==> config.mk <==
export PLATFORM = sky130hd
export DESIGN_NAME = awsctrl_rx
export DESIGN_NICKNAME = d
export VERILOG_FILES = /design/src/rtl/awsctrl_rx.sv
export SDC_FILE = /design/constraint.sdc
export NUM_CORES = 1
export LEC_CHECK = 0
export ABC_AREA = 1
export CORE_AREA = 8 8 89 91
export CTS_CLUSTER_DIAMETER = 100
export DETAILED_ROUTE_END_ITERATION = 7
export DIE_AREA = 0 0 97 99
export PLACE_DENSITY_LB_ADDON = 0.05
export SYNTH_ARGS = -nofsm -noshare
export SYNTH_HDL_FRONTEND = slang
export SYNTH_SLANG_ARGS = --single-unit
export TNS_END_PERCENT = 50
==> constraint.sdc <==
create_clock -name clk -period 5.03 [get_ports clk]
set_clock_uncertainty 0.15 [all_clocks]
set_input_delay 0.7545 -clock clk [delete_from_list [all_inputs] [get_ports clk]]
set_output_delay 0.7545 -clock clk [all_outputs]
set_load 0.02 [all_outputs]
==> src/rtl/awsctrl_rx.sv <==
// awsctrl_rx: three-channel serial command receiver.
// Samples an asynchronous sclk/sdi/cs_n serial link on clk, assembles DATA_W-bit
// MSB-first frames, and holds the last good value per channel.
// Optional per-channel timeout reverts a channel to NEUTRAL when its frames stop;
// it is built only when AWSCTRL_RX_TIMEOUT_EN is defined.
// Ports:
//   clk, rst_n          system clock, async active-low reset
//   sclk, sdi, cs_n     serial clock, data (MSB first), active-low channel select
//   ch0_val..ch2_val    last good value for channel 0/1/2 (cs_n 110/101/011)
//   upd                 one-cycle pulse per channel on a good frame
//   frm_err             one-cycle pulse on a rejected frame
//   tmo                 per-channel level, high while that channel is timed out
module awsctrl_rx #(
  parameter int unsigned        DATA_W      = 8,
  parameter logic [DATA_W-1:0]  NEUTRAL     = DATA_W'(8'h7F),
  parameter logic [23:0]        TIMEOUT_CYC = 24'd10_000_000
) (
  input  logic              clk,
  input  logic              rst_n,
  input  logic              sclk,
  input  logic              sdi,
  input  logic [2:0]        cs_n,
  output logic [DATA_W-1:0] ch0_val,
  output logic [DATA_W-1:0] ch1_val,
  output logic [DATA_W-1:0] ch2_val,
  output logic [2:0]        upd,
  output logic              frm_err,
  output logic [2:0]        tmo
);

  localparam int unsigned      CNT_W    = $clog2(DATA_W + 2);
  localparam logic [CNT_W-1:0] CNT_FULL = CNT_W'(DATA_W);
  localparam logic [CNT_W-1:0] CNT_SAT  = CNT_W'(DATA_W + 1);
  localparam logic [2:0]       CS_IDLE  = 3'b111;
  localparam logic [2:0]       CS_CH0   = 3'b110;
  localparam logic [2:0]       CS_CH1   = 3'b101;
  localparam logic [2:0]       CS_CH2   = 3'b011;

  typedef enum logic [1:0] {IDLE, SHIFT, DONE} state_t;

  // Synchronizers; sclk carries an extra delay stage for rising-edge detection
  logic       sclk_s1, sclk_s2, sclk_d;
  logic       sdi_s1, sdi_s2;
  logic [2:0] cs_s1, cs_s2;
  logic [1:0] settle;
  logic       sclk_rise_c;

  always_ff @(posedge clk or negedge rst_n) begin
    if (!rst_n) begin
      sclk_s1 <= 1'b0;
      sclk_s2 <= 1'b0;
      sclk_d  <= 1'b0;
      sdi_s1  <= 1'b0;
      sdi_s2  <= 1'b0;
      cs_s1   <= CS_IDLE;
      cs_s2   <= CS_IDLE;
      settle  <= 2'b00;
    end else begin
      sclk_s1 <= sclk;
      sclk_s2 <= sclk_s1;
      sclk_d  <= sclk_s2;
      sdi_s1  <= sdi;
      sdi_s2  <= sdi_s1;
      cs_s1   <= cs_n;
      cs_s2   <= cs_s1;
      settle  <= {settle[0], 1'b1};
    end
  end

  assign sclk_rise_c = sclk_s2 & ~sclk_d;

  // Frame FSM state
  state_t              state, state_nx;
  logic                armed, armed_nx;
  logic [2:0]          chan, chan_nx;
  logic [CNT_W-1:0]    cnt, cnt_nx;
  logic [DATA_W-1:0]   sreg, sreg_nx;
  logic                bad, bad_nx;
  logic [2:0]          upd_c;
  logic                err_c;

  always_ff @(posedge clk or negedge rst_n) begin
    if (!rst_n) begin
      state <= IDLE;
      armed <= 1'b0;
      chan  <= CS_IDLE;
      cnt   <= '0;
      sreg  <= '0;
      bad   <= 1'b0;
    end else begin
      state <= state_nx;
      armed <= armed_nx;
      chan  <= chan_nx;
      cnt   <= cnt_nx;
      sreg  <= sreg_nx;
      bad   <= bad_nx;
    end
  end

  // Next-state and frame decode. A frame start is only accepted once an idle
  // cs_n has been seen after reset (settle covers the synchronizer flush), so
  // a reset released mid-frame never produces a partial frame.
  always_comb begin
    state_nx = state;
    armed_nx = armed;
    chan_nx  = chan;
    cnt_nx   = cnt;
    sreg_nx  = sreg;
    bad_nx   = bad;
    upd_c    = 3'b000;
    err_c    = 1'b0;
    case (state)
      IDLE: begin
        if (!armed) begin
          if (settle[1] && (cs_s2 == CS_IDLE)) armed_nx = 1'b1;
        end else if (cs_s2 != CS_IDLE) begin
          state_nx = SHIFT;
          chan_nx  = cs_s2;
          cnt_nx   = '0;
          sreg_nx  = '0;
          bad_nx   = 1'b0;
        end
      end
      SHIFT: begin
        // Deassert wins over a coincident sclk edge: that bit is dropped
        if (cs_s2 == CS_IDLE) begin
          state_nx = DONE;
        end else begin
          if (cs_s2 != chan) bad_nx = 1'b1;
          if (sclk_rise_c) begin
            sreg_nx = {sreg[DATA_W-2:0], sdi_s2};
            if (cnt != CNT_SAT) cnt_nx = cnt + CNT_W'(1);
          end
        end
      end
      DONE: begin
        state_nx = IDLE;
        if (!bad && (cnt == CNT_FULL)) begin
          case (chan)
            CS_CH0:  upd_c = 3'b001;
            CS_CH1:  upd_c = 3'b010;
            CS_CH2:  upd_c = 3'b100;
            default: upd_c = 3'b000;
          endcase
        end
        err_c = (upd_c == 3'b000);
      end
      default: state_nx = IDLE;
    endcase
  end

  // Output registers
  logic [DATA_W-1:0] ch_val [3];

`ifdef AWSCTRL_RX_TIMEOUT_EN
  logic [23:0] tcnt [3];

  // Per-channel idle counters, saturating at TIMEOUT_CYC
  always_ff @(posedge clk or negedge rst_n) begin
    if (!rst_n) begin
      for (int n = 0; n < 3; n++) tcnt[n] <= '0;
    end else begin
      for (int n = 0; n < 3; n++) begin
        if (upd_c[n])                   tcnt[n] <= '0;
        else if (tcnt[n] != TIMEOUT_CYC) tcnt[n] <= tcnt[n] + 24'd1;
      end
    end
  end

  // A good frame takes priority over a coincident timeout
  always_ff @(posedge clk or negedge rst_n) begin
    if (!rst_n) begin
      for (int n = 0; n < 3; n++) ch_val[n] <= NEUTRAL;
      tmo <= 3'b000;
    end else begin
      for (int n = 0; n < 3; n++) begin
        if (upd_c[n]) begin
          ch_val[n] <= sreg;
          tmo[n]    <= 1'b0;
        end else if (tcnt[n] == TIMEOUT_CYC) begin
          ch_val[n] <= NEUTRAL;
          tmo[n]    <= 1'b1;
        end
      end
    end
  end
`else
  always_ff @(posedge clk or negedge rst_n) begin
    if (!rst_n) begin
      for (int n = 0; n < 3; n++) ch_val[n] <= NEUTRAL;
    end else begin
      for (int n = 0; n < 3; n++) begin
        if (upd_c[n]) ch_val[n] <= sreg;
      end
    end
  end

  assign tmo = 3'b000;
`endif

  always_ff @(posedge clk or negedge rst_n) begin
    if (!rst_n) begin
      upd     <= 3'b000;
      frm_err <= 1'b0;
    end else begin
      upd     <= upd_c;
      frm_err <= err_c;
    end
  end

  assign ch0_val = ch_val[0];
  assign ch1_val = ch_val[1];
  assign ch2_val = ch_val[2];

endmodule
# Word level (Yosys, flattened, before mapping)
# Index checks and enable logic that the tools add are counted.
[op_classes]
mux = 27
n_eq_ne = 17
n_reduce_logical = 11
add_sub_neg = 1
bitwise_logic = 2
[ops]
columns = ["operator", "count"]
rows = [
  ["8-bit two-way mux", 4],
  ["4-bit two-way mux", 5],
  ["8-bit case mux with 2 select lines", 1],
  ["2-bit != test (second input constant)", 7],
  ["5-bit AND reduction", 2],
  ["3-bit equality test (second input constant)", 3],
  ["3-bit two-way mux", 3],
  ["3-bit case mux with 3 select lines", 1],
  ["4-bit case mux with 2 select lines", 1],
  ["1-bit two-way mux", 7],
  ["2-bit two-way mux", 3],
  ["3-bit AND reduction", 2],
  ["6-bit AND reduction", 1],
  ["4-bit by 1-bit adder with 4-bit output (second input constant)", 1],
  ["4-bit equality test (second input constant)", 1],
  ["4-bit != test (second input constant)", 1],
  ["2-bit case mux with 2 select lines", 1],
  ["3-bit by 2-bit equality test with 1-bit output (second input constant)", 1],
  ["3-bit logical NOT", 1],
  ["3-bit != test", 1],
  ["3-bit != test (second input constant)", 1],
  ["2-bit by 1-bit equality test with 1-bit output (second input constant)", 1],
  ["2-bit equality test (second input constant)", 1],
  ["1-bit logical AND", 2],
  ["6 further kinds", 6],
]
[word_totals]
in_bits = 7
out_inout_bits = 31
elab_cells = 77
register_bits = 60

# Longest topological paths before layout
[logic_depth]
ltp_word = 6
depth_mapped = 8
mapped_depth_nobuf = 8

# Worst setup path after synthesis
# Ideal clock, no wire load.
[synth_path]
path_kind = "register to register"
start = "register cnt[0]"
end = "register ch_val (netlist bit ch2_val[7])"
path_buffers = 1
required_time_ns = 4.760
setup_ns = 0.120
slack_ns = 3.390
path_stages_with_launch = 9
arrival_time_ns = 1.370
path_cell_list = "dfrtp_1 inv_1 ha_1 nand3_2 nor2_4 nand3_2 buf_6 nand2_1 o21ai_2"
[synth_between]
elab_chain_len = 5
[synth_rtl]
columns = ["element", "line", "source"]
rows = [
  ["start, declared", "76", "logic [CNT_W-1:0] cnt, cnt_nx;"],
  ["start signal, assigned", "94", "cnt <= cnt_nx;"],
  ["4-bit equality test", "138", "if (!bad && (cnt == CNT_FULL)) begin"],
  ["1-bit logical AND", "138", ""],
  ["3-bit two-way mux", "138", ""],
  ["3-bit two-way mux (2 in a row)", "112", "case (state)"],
  ["end signal, assigned by index", "193", "if (upd_c[n]) ch_val[n] <= sreg;"],
  ["end, declared", "153", "logic [DATA_W-1:0] ch_val [3];"],
]
# No other way between the ends. The select of a mux whose other input is x is not followed.
# A chain may end at the register's enable or synchronous reset.

# Worst setup path after layout
[layout_path]
start = "register ch_val (netlist bit ch2_val[5])"
end = "output ch2_val[5]"
[layout_lines]
columns = ["element", "line", "source"]
rows = [
  ["end, declared", "25", "output logic [DATA_W-1:0] ch2_val,"],
]
# No word-level cell between the ends.

==> flow_summary_export.csv <==
group,metric,value,unit
timing,worstMarginPinSlew,0.741,ns
timing,fin_setup_tns,0,ns
timing,hold_viol,0,
final_layout,most-common-layout-cells,"nand2_1 (76), clkdlybuf4s50_1 (33), dfrtp_1 (30), dfstp_2 (30)",
critical_path,r2r_start,"cnt[0]$_DFFE_PN0P_",
clock_network,cts.sinks,60,
critical_path,cp_max_fo,2,
floorplan,die_y,99,um
timing,setup_violations,0,
routing,antenna_left,0,
placed_design,dp_hpwl,3130,um
final_layout,num-nets-final,296,
routing,dr.first_iter.drc_count,71,
timing,rsz0062_at_grt,"false",
worst_hold_path,hp-start,"settle[0]$_DFF_PN0_",
run,timing.max_cap.violations,0,
critical_path,path_cells,"clkdlybuf4s50_1",
critical_path,critPathArrivalTime,1.46,ns
critical_path,slowest_stage,"clkdlybuf4s50_1",
placed_design,globalplace.congestion,0.742,
critical_path,critPathMaxStageDelay,0.60,ns
floorplan,start_util,0.389,
worst_hold_path,min_path_cells,0,
yosys,syn_avg_cell_area,10.4,sq um
clock_network,clkTransAtPathRegs,0.07,ns
critical_path,reg2reg_slack,3.08,ns
timing,fin_crit,2.37,ns
routing,firstDrtPassIters,4,
global_route,grt_pass1_wl,8180,um
yosys,seq_area_frac_synth,0.603,
routing,wl_per_cell,12.3,um
critical_path,end_kind,"output port",
floorplan,rows,30,
clock_network,cts_tree,"built",
final_layout,diodes,0,
worst_hold_path,worstHoldEndpoint,"settle[1]$_DFF_PN0_",
clock_network,postCtsResizedCells,0,
worst_hold_path,hold_class,"reg2reg",
placed_design,io_buffers,34,
timing,slew_headroom,0.506,
routing,dr_total_vias,1682,
yosys,syn-instance-count,245,
global_route,grt_overflow,0,
floorplan,core,0.00657,sq mm
final_layout,utilization,0.486,
global_route,antenna_found_initial,0,
floorplan,ios,38,
clock_network,cts.root.buffer_cell,"clkbuf_8",
yosys,ys_warn_count,0,
clock_network,hold_buffers,0,
pwr,ir_drop,0.183,mV
final_layout,layout-drive-gt1-share,0.289,
pwr,power.leakage,0.00139,uW
routing,via_per_inst,4.53,
final_layout,final_common_cell,"nand2_1",
clock_network,cts_max_level,3,
yosys,synth_area,0.00255,sq mm
timing,post-route-period-util,0.471,
timing,max_freq,422,MHz
clock_network,post_cts_buffers,0,
floorplan,die_area,0.00960,sq mm
routing,drt_wl_total,4550,um
critical_path,crit_required,4.13,ns
critical_path,cp_top_family,"buffers and inverters",
placed_design,pre_cts_ws,3.00,ns
timing,drv_slew,0,
routing,drc,0,
clock_network,clock_path_buffers,2,
critical_path,reg2reg_to,"ch2_val[7]$_DFFE_PN0P_",
clock_network,cts-buffers-inserted,9,
floorplan,die_w,97,um
critical_path,crit_type,"reg2out",
global_route,grt_pass1_vias,1683,
critical_path,start_kind,"flip-flop",
yosys,ys_seq_elements,60,
critical_path,reg2reg_depth,7,
global_route,grt_max_degree,61,
pwr,power_density,425,mW/mm^2
timing,worst_slack,2.66,ns
clock_network,clk_latency,0.33,ns
yosys,synth_cell_types,22,
final_layout,syn2layout_area_growth,24.9,%
global_route,grtUsageTotal,0.106,
outcome,status,"finished clean",
critical_path,path_buf_inv,1,
## where the power goes
part,internal (uW),switching [uW],leakage [uW],total (uW)
logic,66.5,159,0.000557,226
registers,539,55.1,0.000703,594
clock network,356,180,0.000127,536
## sequential cells by signal (all words and copies together) (netlist names), 2 cells and up
name	flops
cnt	4
ch2_val	8
state	2
upd	3
settle	2
ch0_val	8
sreg	8
ch1_val	8
cs_s2	3
cs_s1	3
chan	3
## how the worst max path moves through the flow
stage	startpoint	end	slack, ns	cells past startpoint
after floorplan	cnt[0]$_DFFE_PN0P_	ch2_val[7]$_DFFE_PN0P_	3.39	8
after global placement	ch0_val[6]$_DFFE_PN1P_	ch0_val[6]	3.00	1
after detailed placement	ch2_val[5]$_DFFE_PN1P_	ch2_val[5]	3.00	1
after CTS	ch2_val[5]$_DFFE_PN1P_	ch2_val[5]	2.64	1
after global routing	ch0_val[6]$_DFFE_PN1P_	ch0_val[6]	2.61	1
final	ch2_val[5]$_DFFE_PN1P_	ch2_val[5]	2.66	1
## cells in the mapped netlist
cell	number	area, sq um
nor2_4	1	11.3
conb_1	2	7.51
ha_1	3	37.5
nand3_1	15	75.1
o21ai_0	4	20.0
o21a_1	1	7.51
buf_4	4	30.0
inv_2	3	11.3
o21bai_1	1	7.51
dfrtp_1	30	751
xnor2_1	1	8.76
nand3_2	2	20.0
nand2_1	76	285
nor2_2	2	12.5
nor3_4	3	48.8
o21ai_2	24	210
nand3_4	2	35.0
dfstp_2	30	788
nand4_1	4	25.0
buf_6	3	33.8
inv_1	24	90.1
nor2_1	10	37.5
## per-stage QoR
stage,instances,instance area (sq um),hold WS [ns],total power [uW]
finish,371,3190,0.198,1360
global placement,355,2940,0.182,826
CTS,371,3190,0.200,1380
floorplan,247,2560,0.181,771
detailed placement,355,2940,0.186,831
global route,371,3190,0.203,1440
## kinds of logic after synthesis
group / count (synthesis) / share of synthesized area
flops: 60 / 0.603
fa+ha+maj: 3 / 0.0147
simple gates: 115 / 0.216
other cells: 2 / 0.00294
buf+inv: 34 / 0.0647
xor+xnor: 1 / 0.00343
compound gates: 30 / 0.0960
## layer usage
| layer | part of all wire | track usage |
|---|---|---|
| met5 | 0 | 0 |
| met1 | 0.49 | 0.135 |
| met2 | 0.43 | 0.147 |
| met3 | 0.054 | 0.0385 |
| met4 | 0.025 | 0.0710 |
## cell type report
| cell class | instances | area, sq um |
|---|---|---|
| Fill cell | 609 | 3380 |
| Sequential cell | 60 | 1540 |
| Multi-Input combinational cell | 153 | 857 |
| Timing Repair Buffer | 35 | 343 |
| Clock buffer | 12 | 155 |
| Inverter | 27 | 101 |
| Tap cell | 80 | 100 |
| Clock inverter | 4 | 95.1 |
Note: power is estimated with default switching activity, not from simulation.
